### src/rtl/stopwatch_pkg.sv
// Shared encodings for the stopwatch controller: FSM states, sel modes and BCD constants.
package stopwatch_pkg;

    typedef enum logic [1:0] {
        StIdle  = 2'b00,
        StRun   = 2'b01,
        StPause = 2'b10,
        StDone  = 2'b11
    } sw_state_e;

    localparam logic [1:0] ModeUpZero   = 2'b00;
    localparam logic [1:0] ModeUpLoad   = 2'b01;
    localparam logic [1:0] ModeDownMax  = 2'b10;
    localparam logic [1:0] ModeDownLoad = 2'b11;

    localparam logic [15:0] BcdZero = 16'h0000;
    localparam logic [15:0] BcdMax  = 16'h9999;

    // Saturate an out-of-range BCD nibble to 9.
    function automatic logic [3:0] bcd_clamp(input logic [3:0] d);
        return (d > 4'd9) ? 4'd9 : d;
    endfunction

endpackage

### src/rtl/btn_debounce.sv
// Pushbutton conditioner: 2-flop synchronizer, stability counter and rising-edge press pulse.
module btn_debounce #(
    parameter int unsigned DB_CYCLES = 250000
) (
    input  logic clk,
    input  logic rst,
    input  logic btn,
    output logic press
);

    localparam int unsigned CntW = (DB_CYCLES > 1) ? $clog2(DB_CYCLES) : 1;
    localparam logic [CntW-1:0] CntLast = CntW'(DB_CYCLES - 1);

    logic [1:0]      sync_q, sync_d;
    logic            db_q, db_d;
    logic            db_prev_q;
    logic [CntW-1:0] cnt_q, cnt_d;

    always_comb begin
        sync_d = {sync_q[0], btn};
        db_d   = db_q;
        cnt_d  = '0;
        // Count consecutive cycles of disagreement; any agreement restarts the count.
        if (sync_q[1] != db_q) begin
            if (cnt_q == CntLast) begin
                db_d = sync_q[1];
            end else begin
                cnt_d = cnt_q + CntW'(1);
            end
        end
    end

    always_ff @(posedge clk or posedge rst) begin
        if (rst) begin
            sync_q    <= 2'b00;
            db_q      <= 1'b0;
            db_prev_q <= 1'b0;
            cnt_q     <= '0;
        end else begin
            sync_q    <= sync_d;
            db_q      <= db_d;
            db_prev_q <= db_q;
            cnt_q     <= cnt_d;
        end
    end

    assign press = db_q & ~db_prev_q;

endmodule

### src/rtl/stopwatch_ctrl.sv
// Stopwatch control FSM: start/pause/done sequencing, mode latch and preset-value mux.
module stopwatch_ctrl
    import stopwatch_pkg::*;
#(
    parameter int unsigned DB_CYCLES = 250000
) (
    input  logic        clk,
    input  logic        R,
    input  logic        tick,
    input  logic        P,
    input  logic [1:0]  sel,
    input  logic [7:0]  load,
    input  logic        cnt_max,
    input  logic        cnt_zero,
    output logic        cnt_en,
    output logic        cnt_dir,
    output logic        ld_strobe,
    output logic [15:0] ld_val,
    output logic [1:0]  cstate
);

    sw_state_e  state_q, state_d;
    logic [1:0] mode_q, mode_d;
    logic [1:0] mode_eff;
    logic       press;
    logic       terminal;

    btn_debounce #(
        .DB_CYCLES(DB_CYCLES)
    ) u_btn_debounce (
        .clk  (clk),
        .rst  (R),
        .btn  (P),
        .press(press)
    );

    // In IDLE the outputs follow the live selector so the counter preloads continuously.
    assign mode_eff = (state_q == StIdle) ? sel : mode_q;

    always_comb begin
        unique case (mode_eff)
            ModeUpZero:  ld_val = BcdZero;
            ModeDownMax: ld_val = BcdMax;
            default:     ld_val = {bcd_clamp(load[7:4]), bcd_clamp(load[3:0]), 8'h00};
        endcase
    end

    assign cnt_dir   = ~mode_eff[1];
    assign terminal  = cnt_dir ? cnt_max : cnt_zero;
    assign cnt_en    = (state_q == StRun) & tick & ~terminal;
    assign ld_strobe = (state_q == StIdle);
    assign cstate    = state_q;

    always_comb begin
        state_d = state_q;
        mode_d  = mode_q;
        unique case (state_q)
            StIdle: begin
                if (press) begin
                    mode_d  = sel;
                    state_d = StRun;
                end
            end
            StRun: begin
                // Reaching the terminal count takes priority over a coincident press.
                if (tick && terminal) begin
                    state_d = StDone;
                end else if (press) begin
                    state_d = StPause;
                end
            end
            StPause: begin
                if (press) begin
                    state_d = StRun;
                end
            end
            StDone: begin
                state_d = StDone;
            end
            default: begin
                state_d = StIdle;
            end
        endcase
    end

    always_ff @(posedge clk or posedge R) begin
        if (R) begin
            state_q <= StIdle;
            mode_q  <= ModeUpZero;
        end else begin
            state_q <= state_d;
            mode_q  <= mode_d;
        end
    end

endmodule

### config.mk
export PLATFORM = sky130hd
export DESIGN_NAME = stopwatch_ctrl
export DESIGN_NICKNAME = d
export VERILOG_FILES = /design/src/rtl/stopwatch_pkg.sv /design/src/rtl/btn_debounce.sv /design/src/rtl/stopwatch_ctrl.sv
export SDC_FILE = /design/constraint.sdc
export NUM_CORES = 1
export LEC_CHECK = 0
export ABC_AREA = 1
export ABC_CLOCK_PERIOD_IN_PS = 2100
export BUFFER_PORTS_ARGS = -buffer_cell sky130_fd_sc_hd__clkbuf_2
export CAP_MARGIN = 15
export CORE_MARGIN = 4
export CORE_UTILIZATION = 54
export CTS_CLUSTER_DIAMETER = 100
export DETAILED_ROUTE_END_ITERATION = 10
export HOLD_SLACK_MARGIN = 0.15
export PLACE_DENSITY = 0.78
export SETUP_SLACK_MARGIN = 0.05
export SLEW_MARGIN = 25
export SYNTH_ARGS = -nofsm -noshare
export SYNTH_HDL_FRONTEND = slang
export SYNTH_SLANG_ARGS = --single-unit
### constraint.sdc
create_clock -name clk -period 2.1 [get_ports clk]
set_clock_uncertainty 0.2 [all_clocks]
set_input_delay 0.105 -clock clk [delete_from_list [all_inputs] [get_ports clk]]
set_output_delay 0.105 -clock clk [all_outputs]
set_load 0.05 [all_outputs]
==> qor.yml, run 1 <==
ant_nets: 0
synth_area_per_cell_um2: 7.15
final_common_cell: "nand2_1"
synth.distinct_cells: 25
fin_hold_ws_ps: 144
cts.sinks: 26
rows: 19
dp_slack_ps: 324
numCtsBuffers: 3
layout_common_cells: "nand2_1, nor2_1, inv_1"
worstSetupEndpointType: "primary output"
grt_pass1_wl_um: 6420
clockBufferDepth: 2
setup_violations: 0
drcViolationCount: 0
status: "finished clean"
clock_latency_ps: 320
dieWidth_um: 63.4
start_util_pct: 58.1
synth_seq_cells: 26
yosysTopAreaCell: "dfrtp_1"
ir_worst_vdd_uv: 396
crit_chain: "nor2_4 > nand2_4 > nand2_8 > nand2_4 > a211oi_4 > buf_8"
cp_top_family: "simple AND/OR/NAND/NOR gates"
syn_to_final_growth_pct: 28.8
nNetsFinal: 296
hp-class: "in -> async"
synth_top_area_share_pct: 39.2
fp.dieH_um: 63.4
p_leak_nw: 1.06
cp_common_cell: "nand2_4"
antenna_found_initial: 0
n_antenna_cell: 0
vias: 1519
drtIter0Drc: 74
port_buffers: 32
synth_top_flop_cell: "dfrtp_1"
grt_pass1_vias: 1409
p_total_mw: 0.914
synth_top_cells_by_area: "dfrtp_1, nand2_1, nor2_1"
synth-async-reset-ratio_pct: 100
ioPinCount: 37
rsz0062_at_grt: "yes"
final_core_util_pct: 74.9
arrival_ps: 1700
place_hpwl_um: 2860
crit_path_max_fanout: 5
slew_viol_final: 0
r2r_slack_ps: 350
met3_usage_pct: 3.37
htree_levels: 1
routed_wl_um: 4000
netlist_instances: 232
hold_viol: 0
gp_congestion: 0.892
grt_usage_pct: 19.9
path_class: "reg -> out"
grt_overflow_total: 0
p_per_area_nw_per_um2: 428
root_buffer: "clkbuf_4"
use_met1_pct: 26.1
fin_crit_sh_pct: 95.7
synthesis.area_um2: 1660
top_usage_layer: "met2"
path_clk_slew_ps: 140
ys_seq_area_share_pct: 39.2
dieArea_um2: 4020
synth-edff-count: 0
start_kind: "register"
dr.pass1.iters: 7
fin_crit_ps: 2010
crit_required_ps: 1790
n_fill_cell: 218
setup_ws_ps: 90.3
fmax_mhz: 498
drt-wirelength-per-cell_um: 12.9
path_buf_inv: 1
cpMaxStageDelayCell: "dfrtp_2"
critical_path.max_stage_delay_ps: 470
core_um2: 2850
ys_warn_count: 0
grt_max_degree: 27
max_cap_viol_count: 0
cts_tree: "done"
drive_gt1_share_pct: 28.1
met2_usage_pct: 34.3
via_per_inst: 4.92
## per-layer routing
metal,wire (um),part of all wire [%],vias to the layer above
met2,1980,50,28
met4,59,1.5,0
met1,1810,45,694
li1,-,-,791
met5,0,0,-
met3,143,3.6,6
## worst register-to-register path, stage by stage, from the launching register on
cell and delay, ps:
dfrtp_1 470, ha_1 240, inv_1 80, nor2_4 170, nand2_2 60, nor2_2 130, nand2_2 90, nand2_4 150
nor2_1 60
## worst paths after layout
check | startpoint | cells past startpoint | end
min in group clk | u_btn_debounce.sync_q[0] | 0 | u_btn_debounce.sync_q[1]
max in group asynchronous | R | 4 | cstate[1]
max | cstate[0] | 6 | cnt_en
min reg2reg | u_btn_debounce.sync_q[0] | 0 | u_btn_debounce.sync_q[1]
min | R | 4 | u_btn_debounce.cnt_q[6]
max reg2reg | u_btn_debounce.cnt_q[0] | 8 | u_btn_debounce.cnt_q[0]
## power breakdown
group	leakage, nW	internal, mW	switching, mW
clock	0.0210	0.106	0.148
sequential	0.335	0.507	0.00741
combinational	0.706	0.0493	0.0960
## kinds of logic after synthesis
family,share of synthesized area [%]
fa+ha+maj,0.755
xor+xnor,5.28
simple gates,36.5
other cells,0.226
buf+inv,12.0
flops,39.2
compound gates,5.96
## what timing repair did
item	4_1_cts	5_1_grt
hold buffers	7	0
setup buffers	3	1
hold endpoints to repair	31	0
pin swaps	1	4
setup endpoints to repair	9	12
resized for setup	10	23
## metrics by stage
step / instances / TNS [ps] / area [um^2]
floorplan: 235 / -267 / 1790
global placement: 294 / 0 / 1940
detailed placement: 294 / 0 / 1940
CTS: 308 / 0 / 2100
global route: 309 / -27.5 / 2140
finish: 309 / 0 / 2140
## cell type report
type	count	area [um^2]	share of cell area, %
flip-flops and latches	26	653	30.6
inverters	39	150	7.03
well taps	31	38.8	1.82
multi-input cells	163	918	43.0
clock buffers	4	36.3	1.70
repair buffers	46	339	15.9
## flip-flops by register name, indices dropped and copies added, names as in the netlist
name,cells
cstate,2
mode_q,2
u_btn_debounce.db_q,1
u_btn_debounce.sync_q,2
u_btn_debounce.db_prev_q,1
u_btn_debounce.cnt_q,18
## synthesized netlist by cell type (5+ instances only)
| library cell | number |
|---|---|
| nand2_2 | 6 |
| o21ai_0 | 9 |
| xnor2_1 | 5 |
| dfrtp_1 | 26 |
| buf_4 | 7 |
| nand3_1 | 14 |
| nand2_1 | 50 |
| inv_1 | 38 |
| nor3_1 | 6 |
| nor2_4 | 5 |
| nor2_1 | 41 |
| xor2_1 | 5 |
| a21oi_1 | 5 |
Note: power is estimated with default switching activity, not from simulation.
==> inputs of run 2 (changes only) <==
--- a/config.mk
+++ b/config.mk
@@ -10,11 +10,11 @@
 export BUFFER_PORTS_ARGS = -buffer_cell sky130_fd_sc_hd__clkbuf_2
 export CAP_MARGIN = 15
 export CORE_MARGIN = 4
-export CORE_UTILIZATION = 54
+export CORE_UTILIZATION = 30
 export CTS_CLUSTER_DIAMETER = 100
 export DETAILED_ROUTE_END_ITERATION = 10
 export HOLD_SLACK_MARGIN = 0.15
-export PLACE_DENSITY = 0.78
+export PLACE_DENSITY = 0.47
 export SETUP_SLACK_MARGIN = 0.05
 export SLEW_MARGIN = 25
 export SYNTH_ARGS = -nofsm -noshare
==> run 2 against run 1 <==
- flip-flop and latch count unchanged
- clock power grew 65%
- global-route usage shrank 7.5 points
- sequential power about the same
- sequential share of layout area is 1.2 points lower
- combinational power fell by 7%
- critical path depth is the same
- count of clock-buffer cells in the layout fell by 1
- routed wire length is 3.3% lower
- non-clock buffer count is 2 higher
- register-to-register slack got worse by 20 ps
- utilization down 32 points
==> qor.yml, run 2 (synthesis gave the netlist of run 1 again) <==
fin_crit_sh_pct: 94.6  # -1.1 points
drtIter0Drc: 88  # +19%
cp-startpoint: "cstate[0]"
core_um2: 5240  # +84%
antenna_found_initial: 0  # unchanged
crit_required_ps: 1790  # about the same
vias: 1503  # -1.1%
place_hpwl_um: 3080  # +7.9%
fin_crit_ps: 1990  # -22.2 ps
max_cap_viol_count: 0  # unchanged
hp-class: "in -> reg"
n_antenna_cell: 0  # unchanged
clock_latency_ps: 270  # -50 ps
grt_usage_pct: 12.4  # -7.5 points
largest_register_ff_count: 18  # unchanged
cp-endpoint: "ld_val[9]"
syn_to_final_growth_pct: 34.2
rsz0062_at_grt: "yes"
p_total_mw: 1.07  # +17%
hold_viol: 0  # unchanged
tns_ps: 0  # unchanged
p_leak_nw: 1.08  # +1.6%
routed_wl_um: 3870  # -3.3%
status: "finished clean"
port_buffers: 32  # unchanged
cts.sinks: 26  # unchanged
nNetsFinal: 298  # +0.68%
numCtsBuffers: 3  # unchanged
drt-wirelength-per-cell_um: 11.1  # -15%
fp.dieH_um: 82.3  # +30%
grt_max_degree: 18  # -33%
seq_area_um2: 653  # unchanged
final_common_cell: "nand2_1"
setup_violations: 0  # unchanged
via_per_inst: 4.29  # -13%
htree_levels: 1  # unchanged
n_fill_cell: 536  # +150%
dieWidth_um: 82.3  # +30%
regMostFlops: "u_btn_debounce.cnt_q"
ir_worst_vdd_uv: 356  # -10%
layout_common_cells: "nand2_1, nor2_1, inv_1"
slew_viol_final: 0  # unchanged
relSlewSlack_pct: 57.6
r2r_start: "u_btn_debounce.cnt_q[0]"
grt_overflow_total: 0  # unchanged
dr.pass1.iters: 4  # -3
cts_tree: "done"
grt_pass1_vias: 1429  # +1.4%
root_buffer: "clkbuf_8"
start_kind: "register"
start_util_pct: 31.7  # -26 points
crit_path_max_fanout: 6  # +1
max_slew.worst_pin.slew_ps: 635
reg2reg_depth: 8  # unchanged
clockBufferDepth: 2  # unchanged
ioPinCount: 37  # unchanged
drive_gt1_share_pct: 28.6  # +0.51 points
rows: 26  # +7
grt_pass1_wl_um: 6550  # +1.9%
ant_nets: 0  # unchanged
fmax_mhz: 503  # +1.1%
r2r-end: "u_btn_debounce.cnt_q[12]"
dieArea_um2: 6780  # +69%
r2r_slack_ps: 330  # -20 ps
drcViolationCount: 0  # unchanged
multi_input_area_um2: 913  # -0.54%
path_class: "reg -> out"
path_clk_slew_ps: 90  # -50 ps
arrival_ps: 1680  # -20 ps
gp_congestion: 0.847  # -5.0%
p_per_area_nw_per_um2: 480  # +12%
worstSetupEndpointType: "primary output"
[run 2: cell types whose count changed in the layout (fill, tap and decap cells not counted), moves of 2 or more]
cell and delta:
buf_2 +2, buf_4 -2, buf_6 -4, clkbuf_4 +2, clkbuf_8 +4
[run 2: where the power goes]
group,switching (mW),internal (mW),total [mW],leakage (nW)
clock network,0.164,0.255,0.419,0.0357
logic,0.0917,0.0429,0.135,0.709
registers,0.00736,0.507,0.514,0.335
total,0.263,0.805,1.07,1.08
[run 2: worst min-delay path by stage]
stage | slack [ps] | depth (start not counted) | from | to
2_1_floorplan | -60 | 1 | R | mode_q[0]
3_3_place_gp | 20 | 2 | R | u_btn_debounce.cnt_q[9]
3_5_place_dp | 0.004 | 2 | R | u_btn_debounce.cnt_q[9]
4_1_cts | 160 | 0 | u_btn_debounce.sync_q[0] | u_btn_debounce.sync_q[1]
5_1_grt | 170 | 0 | u_btn_debounce.sync_q[0] | u_btn_debounce.sync_q[1]
6_report | 140 | 5 | cnt_zero | cstate[0]
[run 2: area by class of cell]
class                           count  share of cell area, %
Tap cell                           70                   3.94
Clock buffer                        3                   1.86
Timing Repair Buffer               48                   15.7
Multi-Input combinational cell    163                   41.1
Clock inverter                      1                   1.35
Sequential cell                    26                   29.4
Inverter                           39                   6.75
[run 2: per-layer routing]
layer | up-vias | GRT usage, % | share of wire [%]
met3 | 5 | 1.19 | 3.0
met2 | 26 | 18.6 | 47
met5 | - | 0 | 0
met1 | 678 | 18.0 | 48
met4 | 0 | 5.15 | 1.7
li1 | 794 | - | -
[run 2: critical path, cell delays in order, from the launching register on]
cell and delay [ps]:
dfrtp_2 460, nor2_4 190, buf_4 150, o21ai_4 80
buf_4 150, nor3_2 90, clkbuf_2 290
[run 2: what timing repair did]
action,CTS,global route
hold endpoints to repair,21,0
hold buffers,6,0
buffers inserted,0,7
pin swaps,1,1
endpoints found under the setup margin,9,9
gates resized for setup,11,7
[run 2: metrics by stage]
stage                     hold slack [ps]  util [%]  setup WS (ps)  cell area, um^2  instances
after floorplan                     -63.6         -          -66.9             1790        235
after global placement               17.4      37.9            316             1990        333
after detailed placement          0.00383      37.9            310             1990        333
after CTS                             158      41.1           30.8             2150        343
after global routing                  169      42.5           20.7             2220        350
final                                 136      42.5            113             2220        350
